`src/rtl/fsm_input_cond.sv`:
```
// Two-channel input conditioner: synchronizer, stability counter and debounced level per channel.
// Optional build macro FSM_INPUT_COND_PULSE_EN turns i/j into one-cycle rising-edge pulses.
module fsm_input_cond #(
  parameter int SYNC_STAGES = 2,
  parameter int DB_CYCLES   = 16
) (
  input  logic clk,
  input  logic rst,
  input  logic raw_i,
  input  logic raw_j,
  output logic i,
  output logic j,
  output logic chg
);

  localparam int CNT_W = $clog2(DB_CYCLES + 1);
  localparam logic [CNT_W-1:0] CNT_MAX = CNT_W'(DB_CYCLES - 1);

  // Channel 0 carries i, channel 1 carries j.
  logic [1:0]                  w_raw;
  logic [1:0]                  w_sync;
  logic [1:0]                  w_accept;
  logic [1:0][SYNC_STAGES-1:0] r_sync;
  logic [1:0][CNT_W-1:0]       r_cnt;
  logic [1:0]                  r_db;
  logic                        r_chg;

  assign w_raw = {raw_j, raw_i};

  always_comb begin
    w_sync   = '0;
    w_accept = '0;
    for (int ch = 0; ch < 2; ch++) begin
      w_sync[ch]   = r_sync[ch][SYNC_STAGES-1];
      w_accept[ch] = (w_sync[ch] != r_db[ch]) && (r_cnt[ch] == CNT_MAX);
    end
  end

  // A mismatch must persist for DB_CYCLES evaluations; any match restarts the count.
  always_ff @(posedge clk or negedge rst) begin
    if (!rst) begin
      r_sync <= '0;
      r_cnt  <= '0;
      r_db   <= '0;
      r_chg  <= 1'b0;
    end else begin
      for (int ch = 0; ch < 2; ch++) begin
        r_sync[ch] <= {r_sync[ch][SYNC_STAGES-2:0], w_raw[ch]};
        if (w_sync[ch] == r_db[ch]) begin
          r_cnt[ch] <= '0;
        end else if (w_accept[ch]) begin
          r_db[ch]  <= w_sync[ch];
          r_cnt[ch] <= '0;
        end else begin
          r_cnt[ch] <= r_cnt[ch] + CNT_W'(1);
        end
      end
      r_chg <= |w_accept;
    end
  end

`ifdef FSM_INPUT_COND_PULSE_EN
  logic [1:0] r_pulse;

  always_ff @(posedge clk or negedge rst) begin
    if (!rst) begin
      r_pulse <= '0;
    end else begin
      r_pulse <= w_accept & w_sync;
    end
  end

  assign i = r_pulse[0];
  assign j = r_pulse[1];
`else
  assign i = r_db[0];
  assign j = r_db[1];
`endif

  assign chg = r_chg;

endmodule

```
`config.mk`:
```
export PLATFORM = sky130hd
export DESIGN_NAME = fsm_input_cond
export DESIGN_NICKNAME = d
export VERILOG_FILES = /design/src/rtl/fsm_input_cond.sv
export SDC_FILE = /design/constraint.sdc
export NUM_CORES = 1
export LEC_CHECK = 0
export BUFFER_PORTS_ARGS = -buffer_cell sky130_fd_sc_hd__buf_2
export CORE_MARGIN = 3
export CORE_UTILIZATION = 48
export DETAILED_ROUTE_END_ITERATION = 10
export GPL_ROUTABILITY_DRIVEN = 0
export PLACE_DENSITY = 0.67
export SETUP_SLACK_MARGIN = 0.1
export SLEW_MARGIN = 40
export SYNTH_ARGS = -nofsm -noshare
export SYNTH_HDL_FRONTEND = slang
export SYNTH_SLANG_ARGS = --single-unit
```
`constraint.sdc`:
```
create_clock -name clk -period 1.3 [get_ports clk]
set_clock_uncertainty 0.05 [all_clocks]
set_input_delay 0.195 -clock clk [delete_from_list [all_inputs] [get_ports clk]]
set_output_delay 0.195 -clock clk [all_outputs]
set_load 0.02 [all_outputs]
```
Word-level counts from Yosys, hierarchy flattened
Index checks and enable logic that the tools add are counted.

Input bits: 4. Word-level logic and storage cells: 26. Flip-flop bits (word level): 17. Output and inout port bits: 3.

$add $sub $neg: 2. Equal/unequal tests: 6. Reductions and logical operators: 5. Bitwise gates (word level): 2. Muxes and demuxes: 4.

Operator list (count): two-way mux 5 bit (4); adder 5 x 1 -> 5 bit (second input constant) (2); equality test 5 x 4 -> 1 bit (second input constant) (2); AND reduction 2 bit (2); equality test 1 bit (2); logical AND 1 bit (2); inequality test 1 bit (2); inverter 1 bit (2); OR reduction 2 bit (1).

Depth between registers and ports, before layout
Gate-level depths: netlist (run 1).

Depth in word-level cells: 4. Gate-level depth with buffers: 4. Gate-level depth less buffers: 4.

Worst setup path after synthesis (run 1)
No wires, ideal clock.

Kind: flip-flop to flip-flop. Start: register r_cnt[0] (netlist name). End: register r_db[0]. Path buffers: 0. Path slack: 66 ps. Clock period less this slack: 1234 ps. Arrival: 1056 ps. Data required time: 1122 ps. Stages on the path, launching flop included: 5. Setup time: 128 ps. Cells stage by stage: dfrtp_1 -> ha_1 -> nand3_2 -> nor2_2 -> mux2_1.

Word-level cells in the longest chain between the ends: 3.

Ends and longest elaborated chain: start: declaration (line 24) `logic [1:0][CNT_W-1:0] r_cnt;`; start signal: indexed assignment (line 55) `r_cnt[ch] <= r_cnt[ch] + CNT_W'(1);`; equality test 5 x 4 -> 1 bit (line 35) `w_accept[ch] = (w_sync[ch] != r_db[ch]) && (r_cnt[ch] == CNT_MAX);`; logical AND 1 bit (line 35); AND reduction 2 bit (no source line); end signal: indexed assignment (line 52) `r_db[ch] <= w_sync[ch];`; end: declaration (line 25) `logic [1:0] r_db;`.

No other way between the ends. A chain may end at the register's enable or synchronous reset.

Final worst setup path (run 1)
Start: register r_cnt[6] (netlist name). End: register r_db[1].

The elaborated chain is that of the path after synthesis.

==> flow_summary_export.csv, run 1 <==
group,metric,value,unit
run_status,status,"complete, no violations",
synthesis,synthAdderAreaFrac,0.0375,
sta,post-route-period-util,0.969,
finish,drive_gt1_frac,0.455,
sta,setup_violations,0,
routing,drt_iter0_markers,7,
sta,slew_headroom,0.767,
sta,tightest_slew,0.350,ns
routing,drc,0,
routing,vias,412,
setup_path,required,1.43,ns
floorplan,die_y,43.3,um
setup_path,crit_arrival,1.39,ns
place,port_buffers,6,
setup_path,worst-path-max-fanout,3,
grt,grt_pass1_wl,1.99,mm
power,leakage,0.000432,uW
sta,fmax,794,MHz
power,combPwrFrac,0.083,
synthesis,synth_xor_area_frac,0.101,
setup_path,critPathLaunchType,"register",
clocking,cts.sinks,17,
synthesis,synth_compound_area_frac,0.0393,
floorplan,chipWidth,43.3,um
floorplan,dieArea,1880,um2
synthesis,ys_warn_count,0,
synthesis,synth.largest_area_cell,"dfrtp_1",
sta,hold_violations,0,
synthesis,syn-cell-area,668,um2
grt,first_global_vias,463,
finish,area_delta_synth_final,30.9,%
power,share_seq_of_total_power,0.615,
sta,grt_setup_unrepaired,"true",
routing,post_drt_wl_per_cell,14.9,um
floorplan,core_area,1200,um2
clocking,root_buffer,"clkbuf_4",
routing,finalWirelength,1.19,mm
sta,timing.hold.ws,0.286,ns
synthesis,synth.net_count,53,
power,vdd_ir_drop_max,0.000694,V
floorplan,rows,12,
clocking,cts_tree,"done",
power,p_clk_frac,0.302,
grt,track_usage,0.144,
setup_path,worstSetupEndpointType,"register",
grt,grt.overflow.total,0,
finish,seqCellArea,425,um2
synthesis,synth_mux_area_frac,0.0337,
synthesis,synth.ff_latch_count,17,
routing,first_pass_iters,2,
clocking,clock_latency,0.29,ns
finish,finalNonFillerCells,80,
clocking,htreeDepth,1,
worst_hold_path,hold_class,"in2async",
synthesis,synthArstFlopShare,1.00,
synthesis,synth_top_area_frac,0.637,
place,place_inst,68,
synthesis,avgSynthCellArea,14.2,um2
routing,final_antenna_net_count,0,
power,powerDensity,1070,nW/um2
synthesis,yosysMostFrequentCell,"dfrtp_1",
floorplan,start_util,0.556,
synthesis,synth_edf_count,0,
routing,vias_per_cell,5.15,
grt,grt_max_degree,18,
power,p_total,932,uW
finish,multi_input_area,297,um2
synthesis,synth_commonest_cells,"17 x dfrtp_1, 4 x nor2_1, 4 x xor2_1",
power,intPower,711,uW
floorplan,io_pins,7,
finish,fill_cells,72,
synthesis,synth_top_family_by_area,"simple AND/OR/NAND/NOR gates",
finish,num_antenna_cells,0,
grt,antenna_found_initial,0,
sta,finalMaxSlewViolations,0,
synthesis,synth-simple-area-share,0.146,
finish,final_nets,73,
synthesis,synth_top_flop_cell,"dfrtp_1",
synthesis,ys_seq_area_frac,0.637,
power,p_switching,221,uW
synthesis,synth_area_leaders,"dfrtp_1 64%, xor2_1 5.2%, xor2_2 4.9%, ha_1 3.7%, mux2_1 3.4%",
power,swShare,0.237,
synthesis,synth_cells,47,
run,maxCapViolations,0,
setup_path,crit_type,"reg2reg",
clocking,clock_path_buffers,2,
clocking,numCtsBuffers,3,
synthesis,synth_cell_types,15,
clocking,clk_pin_slew,0.10,ns
place,dpl.hpwl,762,um
sta,post-route-min-period,1.26,ns
-- stage by stage --
step / utilization / setup WS, ns / setup TNS [ns] / instance area, um2
after global placement: 0.606 / 0.0157 / 0 / 728
final: 0.728 / 0.0399 / 0 / 875
after detailed placement: 0.606 / -0.0736 / -0.0736 / 728
after global routing: 0.728 / -0.00605 / -0.00605 / 875
after floorplan: - / 0.0718 / 0 / 673
after CTS: 0.714 / 0.0119 / 0 / 857
-- logic make-up (layout without fill, tap and decap cells) --
| kind of cell | Yosys count | after routing |
|---|---|---|
| flip-flops | 17 | 17 |
| AND/OR/NAND/NOR | 16 | 16 |
| XOR/XNOR | 6 | 6 |
| AO/OA/AOI/OAI | 3 | 3 |
| adder cells (fa/ha/maj) | 2 | 2 |
| multiplexers | 2 | 2 |
| buffers and inverters | 1 | 20 |
-- layout make-up --
type / instances / share of cell area
well taps: 14 / 0.0200
repair buffers: 15 / 0.120
inverters: 1 / 0.00429
flip-flops and latches: 17 / 0.486
clock buffers: 4 / 0.0300
multi-input cells: 29 / 0.339
-- what timing repair did --
action                                  in CTS  in global routing
resized for setup                            7                  1
hold endpoints to repair                    19                  0
pin swaps                                    4                  4
hold buffers                                 3                  0
setup buffers                                4                  1
endpoints found under the setup margin       2                  4
-- placed cells by master (no fill, tap or decap) --
cell / instances
and2_2: 2
and2_1: 1
dfrtp_1: 17
buf_2: 6
o21ai_2: 2
and3_1: 2
nand3_1: 2
inv_1: 1
nor2_4: 2
dlygate4sd3_1: 3
nor2_2: 1
buf_4: 6
ha_4: 2
xor2_1: 4
nand3_4: 2
mux2_4: 2
a22o_1: 1
xor2_2: 2
clkbuf_4: 3
clkbuf_1: 1
nor2_1: 4
-- routing by layer --
metal / global-route usage / vias up / routed length (um)
met4: 0.0542 / 0 / 10
met2: 0.263 / 8 / 643
met3: 0.0254 / 2 / 31
li1: - / 190 / -
met1: 0.164 / 212 / 503
met5: 0 / - / 0
-- registers in the layout, summed over array words and instances (netlist names) --
| name | count |
|---|---|
| r_cnt | 10 |
| r_db | 2 |
| r_sync | 4 |
| chg | 1 |
-- power by group through the flow --
stage,Combinational (uW),Clock (uW),Sequential (uW)
floorplan,31.3,0,573
detailed placement,56.9,0,578
CTS,74.3,273,570
finish,77.7,281,573
global route,91.3,301,575
global placement,50.3,0,574
-- path summary, 6_finish.rpt --
path	start	endpoint	slack, ns	depth (start not counted)
worst max-delay path	r_cnt[6]	r_db[1]	0.04	4
worst min register to register	r_sync[0]	r_sync[1]	0.31	0
max in group asynchronous	rst	r_cnt[7]	0.66	2
worst min-delay path	rst	r_sync[2]	0.29	2
min in group clk	r_sync[0]	r_sync[1]	0.31	0
worst max register to register	r_cnt[6]	r_db[1]	0.04	4
-- worst max-delay path, stage by stage, from the launching register on --
cell and delay, ns:
dfrtp_1 0.41, ha_4 0.17, nand3_4 0.09, nor2_4 0.12
mux2_4 0.31
Power figures use the tool's default switching activity.
==> inputs of run 2 (changes only) <==
BUFFER_PORTS_ARGS = -buffer_cell sky130_fd_sc_hd__clkbuf_2   (was -buffer_cell sky130_fd_sc_hd__buf_2)
==> flow_summary_export.csv, run 2 (synthesis results as in run 1) <==
group,metric,value,unit
finish,final_cell_mix,"17 x dfrtp_1, 7 x buf_4, 4 x xor2_1, 4 x nor2_1, 4 x clkbuf_2",
place,place_inst,68,
routing,vias_per_cell,5.31,
power,vdd_ir_drop_max,0.000863,V
clocking,cts_tree,"done",
sta,hold_violations,0,
floorplan,io_pins,7,
power,p_clk_frac,0.310,
floorplan,dieArea,1880,um2
grt,first_global_vias,470,
routing,post_drt_wl_per_cell,15.1,um
routing,drc,0,
clocking,clk_pin_slew,0.11,ns
routing,vias,430,
worst_hold_path,hold_class,"in2async",
clocking,clock_latency,0.30,ns
floorplan,core_area,1200,um2
place,port_buffers,6,
setup_path,cp_cell_sequence,"ha_4 -> nand3_4 -> nor2_4 -> mux2_4",
power,p_switching,241,uW
setup_path,reg2reg_to,"r_db[0]",
sta,finalMaxSlewViolations,0,
clocking,root_buffer,"clkbuf_4",
clocking,numCtsBuffers,3,
floorplan,start_util,0.556,
setup_path,slowest_delay,0.42,ns
power,share_seq_of_total_power,0.600,
sta,post-route-min-period,1.29,ns
grt,track_usage,0.149,
grt,antenna_found_initial,0,
finish,final_nets,74,
power,p_total,955,uW
sta,grt_setup_unrepaired,"true",
clocking,clock_path_buffers,2,
clocking,htreeDepth,1,
finish,num_antenna_cells,0,
routing,final_antenna_net_count,0,
finish,regMostFlops,"r_cnt",
finish,largest_reg_flops,10,
setup_path,crit_slowest_cell,"dfrtp_1",
finish,final_cell_area,893,um2
power,powerDensity,1070,nW/um2
sta,worst_slack,0.0145,ns
setup_path,r2r_start,"r_cnt[0]",
setup_path,crit_type,"reg2reg",
finish,reg.largest.list,"r_cnt (10), r_sync (4), r_db (2)",
run,maxCapViolations,0,
grt,grt_pass1_wl,1.96,mm
sta,setup_tns,0,ns
floorplan,chipWidth,43.3,um
power,swShare,0.252,
sta,tightest_slew,0.387,ns
finish,finalNonFillerCells,81,
grt,grt_max_degree,18,
floorplan,rows,12,
finish,drive_gt1_frac,0.478,
sta,setup_violations,0,
place,place_area,728,um2
power,combPwrFrac,0.090,
setup_path,r2r_setup_slack,0.01,ns
finish,layout_commonest_cell,"dfrtp_1",
setup_path,required,1.45,ns
grt,grt.overflow.total,0,
place,dpl.hpwl,775,um
routing,first_pass_iters,4,
floorplan,die_y,43.3,um
place,dpl_worst_slack,-0.0725,ns
setup_path,crit_arrival,1.43,ns
power,intPower,714,uW
run_status,status,"complete, no violations",
setup_path,rr_worst_depth,4,
sta,fmax,778,MHz
setup_path,worstSetupEndpointType,"register",
clocking,cts.sinks,17,
power,leakage,0.000434,uW
routing,drt_iter0_markers,7,
routing,finalWirelength,1.23,mm
finish,area_delta_synth_final,33.7,%
sta,slew_headroom,0.742,
setup_path,critPathLaunchType,"register",
setup_path,worst-path-max-fanout,2,
sta,post-route-period-util,0.989,
run 2: cell type report:
cell class	instances	area, um2
clock buffers	3	22.5
repair buffers	16	119
multi-input cells	29	298
well taps	14	17.5
flip-flops and latches	17	425
inverters	1	3.75
clock inverters	1	7.51
fillers	69	308
run 2: power by group through the flow:
stage	Sequential (uW)	Combinational (uW)	Clock, uW
floorplan	573	31.3	0
global placement	574	50.3	0
detailed placement	578	57.7	0
CTS	570	76.0	298
global route	575	98.3	322
finish	573	86.4	296
run 2: worst max-delay path: cells and delay by family (launching register included):
family	cells	cell delay, ns
AND/OR/NAND/NOR	2	0.23
flip-flops	1	0.42
adder cells (fa/ha/maj)	1	0.17
multiplexers	1	0.31
run 2: metal layers:
metal	vias up	wire length [um]	track usage
li1	195	-	-
met1	215	515	0.155
met2	14	607	0.263
met3	6	37	0.0254
met4	0	67	0.108
met5	-	0	0
run 2: through the flow:
step                utilization  hold WS, ns
global placement          0.606       0.0697
floorplan                     -       -0.151
CTS                       0.697        0.291
detailed placement        0.606       0.0831
global route              0.744        0.320
finish                    0.744        0.283
run 2: what timing repair did:
item,CTS,global route
resized for setup,4,9
endpoints found under the hold margin,19,0
buffers inserted,3,3
pin swaps,2,4
hold buffers,3,0
setup endpoints to repair,2,5
run 2: how the worst max path moves through the flow:
stage               cells after the start  endpoint  startpoint  slack [ns]
finish                                  4   r_db[0]    r_cnt[0]        0.01
global route                            4   r_db[0]    r_cnt[0]       -0.02
CTS                                     4   r_db[1]    r_cnt[5]     0.00009
detailed placement                      4   r_db[0]    r_cnt[0]       -0.07
global placement                        4   r_db[0]    r_cnt[0]        0.02
floorplan                               4   r_db[0]    r_cnt[0]        0.07
==> inputs of run 3 (changes only) <==
RECOVER_POWER = 50   (was unset)
==> flow_summary_export.csv, run 3 (synthesis results as in run 1) <==
group,metric,value,unit
power,share_seq_of_total_power,0.600,
setup_path,crit_arrival,1.43,ns
floorplan,core_area,1200,um2
routing,route.met3.wl,37,um
routing,drt_iter0_markers,7,
floorplan,chipWidth,43.3,um
power,p_switching,242,uW
setup_path,required,1.45,ns
clocking,cts.sinks,17,
routing,final_antenna_net_count,0,
clocking,clock_path_buffers,2,
finish,reg.largest.list,"r_cnt (10), r_sync (4), r_db (2)",
finish,drive_gt1_frac,0.463,
finish,final_nets,74,
grt,grt.overflow.total,0,
routing,met2WireLength,607,um
floorplan,io_pins,7,
finish,final_cell_area,892,um2
grt,first_global_vias,470,
place,port_buffers,6,
grt,grt_max_degree,18,
sta,tightest_slew,0.834,ns
sta,finalMaxSlewViolations,0,
sta,fmax,778,MHz
routing,post_drt_wl_per_cell,15.1,um
grt,grt_pass1_wl,1.96,mm
setup_path,worst-path-max-fanout,2,
clocking,cts_tree,"done",
run,maxCapViolations,0,
power,leakage,0.000431,uW
routing,finalWirelength,1.23,mm
sta,slew_headroom,0.444,
power,combPwrFrac,0.090,
routing,vias_per_cell,5.31,
power,p_total,955,uW
sta,hold_violations,0,
power,swShare,0.253,
routing,wl_met1,515,um
run_status,status,"complete, no violations",
routing,drc,0,
setup_path,worstSetupEndpointType,"register",
floorplan,rows,12,
sta,worst_slack,0.0145,ns
power,powerDensity,1070,nW/um2
finish,regMostFlops,"r_cnt",
floorplan,die_y,43.3,um
power,intPower,714,uW
power,vdd_ir_drop_max,0.000863,V
sta,grt_setup_unrepaired,"true",
setup_path,critPathLaunchType,"register",
finish,area_delta_synth_final,33.5,%
clocking,root_buffer,"clkbuf_4",
sta,post-route-period-util,0.989,
sta,setup_violations,0,
place,place_area,728,um2
finish,multi_input_area,298,um2
clocking,clk_pin_slew,0.11,ns
floorplan,start_util,0.556,
setup_path,crit_type,"reg2reg",
finish,final_cell_mix,"17 x dfrtp_1, 7 x buf_4, 4 x xor2_1, 4 x nor2_1",
routing,routed.top_layer,"met4",
sta,post-route-min-period,1.29,ns
grt,track_usage,0.149,
routing,first_pass_iters,4,
finish,layout_commonest_cell,"dfrtp_1",
clocking,htreeDepth,1,
finish,num_antenna_cells,0,
floorplan,dieArea,1880,um2
grt,antenna_found_initial,0,
clocking,numCtsBuffers,3,
finish,final_core_util,0.743,
finish,largest_reg_flops,10,
sta,setup_tns,0,ns
routing,vias,430,
worst_hold_path,hold_class,"reg2reg",
clocking,clock_latency,0.30,ns
place,dpl_worst_slack,-0.0725,ns
power,p_clk_frac,0.310,
finish,seqCellArea,425,um2
finish,fill_cells,70,
place,dpl.hpwl,775,um
==> run 3: cell count changes in the layout (fill, tap and decap cells not counted) <==
cell,delta
clkbuf_1,+1
clkbuf_2,-1
==> run 3: per-layer routing <==
metal / GRT usage / vias to the layer above
met5: 0 / -
met2: 0.263 / 14
met3: 0.0254 / 6
met1: 0.155 / 215
li1: - / 195
met4: 0.108 / 0
==> run 3: path summary, 6_finish.rpt <==
path / cells after the start / slack (ns) / from / end
max: 4 / 0.01 / r_cnt[0] / r_db[0]
min: 0 / 0.31 / r_sync[2] / r_sync[3]
max reg2reg: 4 / 0.01 / r_cnt[0] / r_db[0]
min reg2reg: 0 / 0.31 / r_sync[2] / r_sync[3]
max in group asynchronous: 2 / 0.23 / rst / r_cnt[7]
min in group asynchronous: 2 / 0.45 / rst / r_db[0]
==> run 3: final cells by class <==
| class | instances | area share |
|---|---|---|
| Sequential cell | 17 | 0.477 |
| Inverter | 1 | 0.00421 |
| Clock inverter | 1 | 0.00842 |
| Clock buffer | 3 | 0.0252 |
| Tap cell | 14 | 0.0196 |
| Multi-Input combinational cell | 29 | 0.334 |
| Timing Repair Buffer | 16 | 0.132 |
==> run 3: power groups by stage <==
stage,logic (uW),registers (uW),clock network [uW]
3_3_place_gp,50.3,574,0
3_5_place_dp,57.7,578,0
4_1_cts,76.0,570,298
2_1_floorplan,31.3,573,0
6_report,86.1,573,297
5_1_grt,97.9,575,322
==> run 3: worst max-delay path, cell delays in order, from the launching register on <==
cell	delay (ns)
dfrtp_1	0.42
ha_4	0.17
nand3_4	0.09
nor2_4	0.14
mux2_4	0.31
==> run 3: through the flow <==
step	std cells	hold slack (ns)
global route	81	0.320
floorplan	47	-0.151
finish	81	0.312
CTS	78	0.291
global placement	68	0.0697
detailed placement	68	0.0831
==> run 3: repair_timing <==
| action | in CTS | in global routing |
|---|---|---|
| setup endpoints to repair | 2 | 5 |
| hold endpoints to repair | 19 | 0 |
| hold buffers | 3 | 0 |
| buffers inserted | 3 | 3 |
| resized for setup | 4 | 9 |
| pin swaps | 2 | 4 |
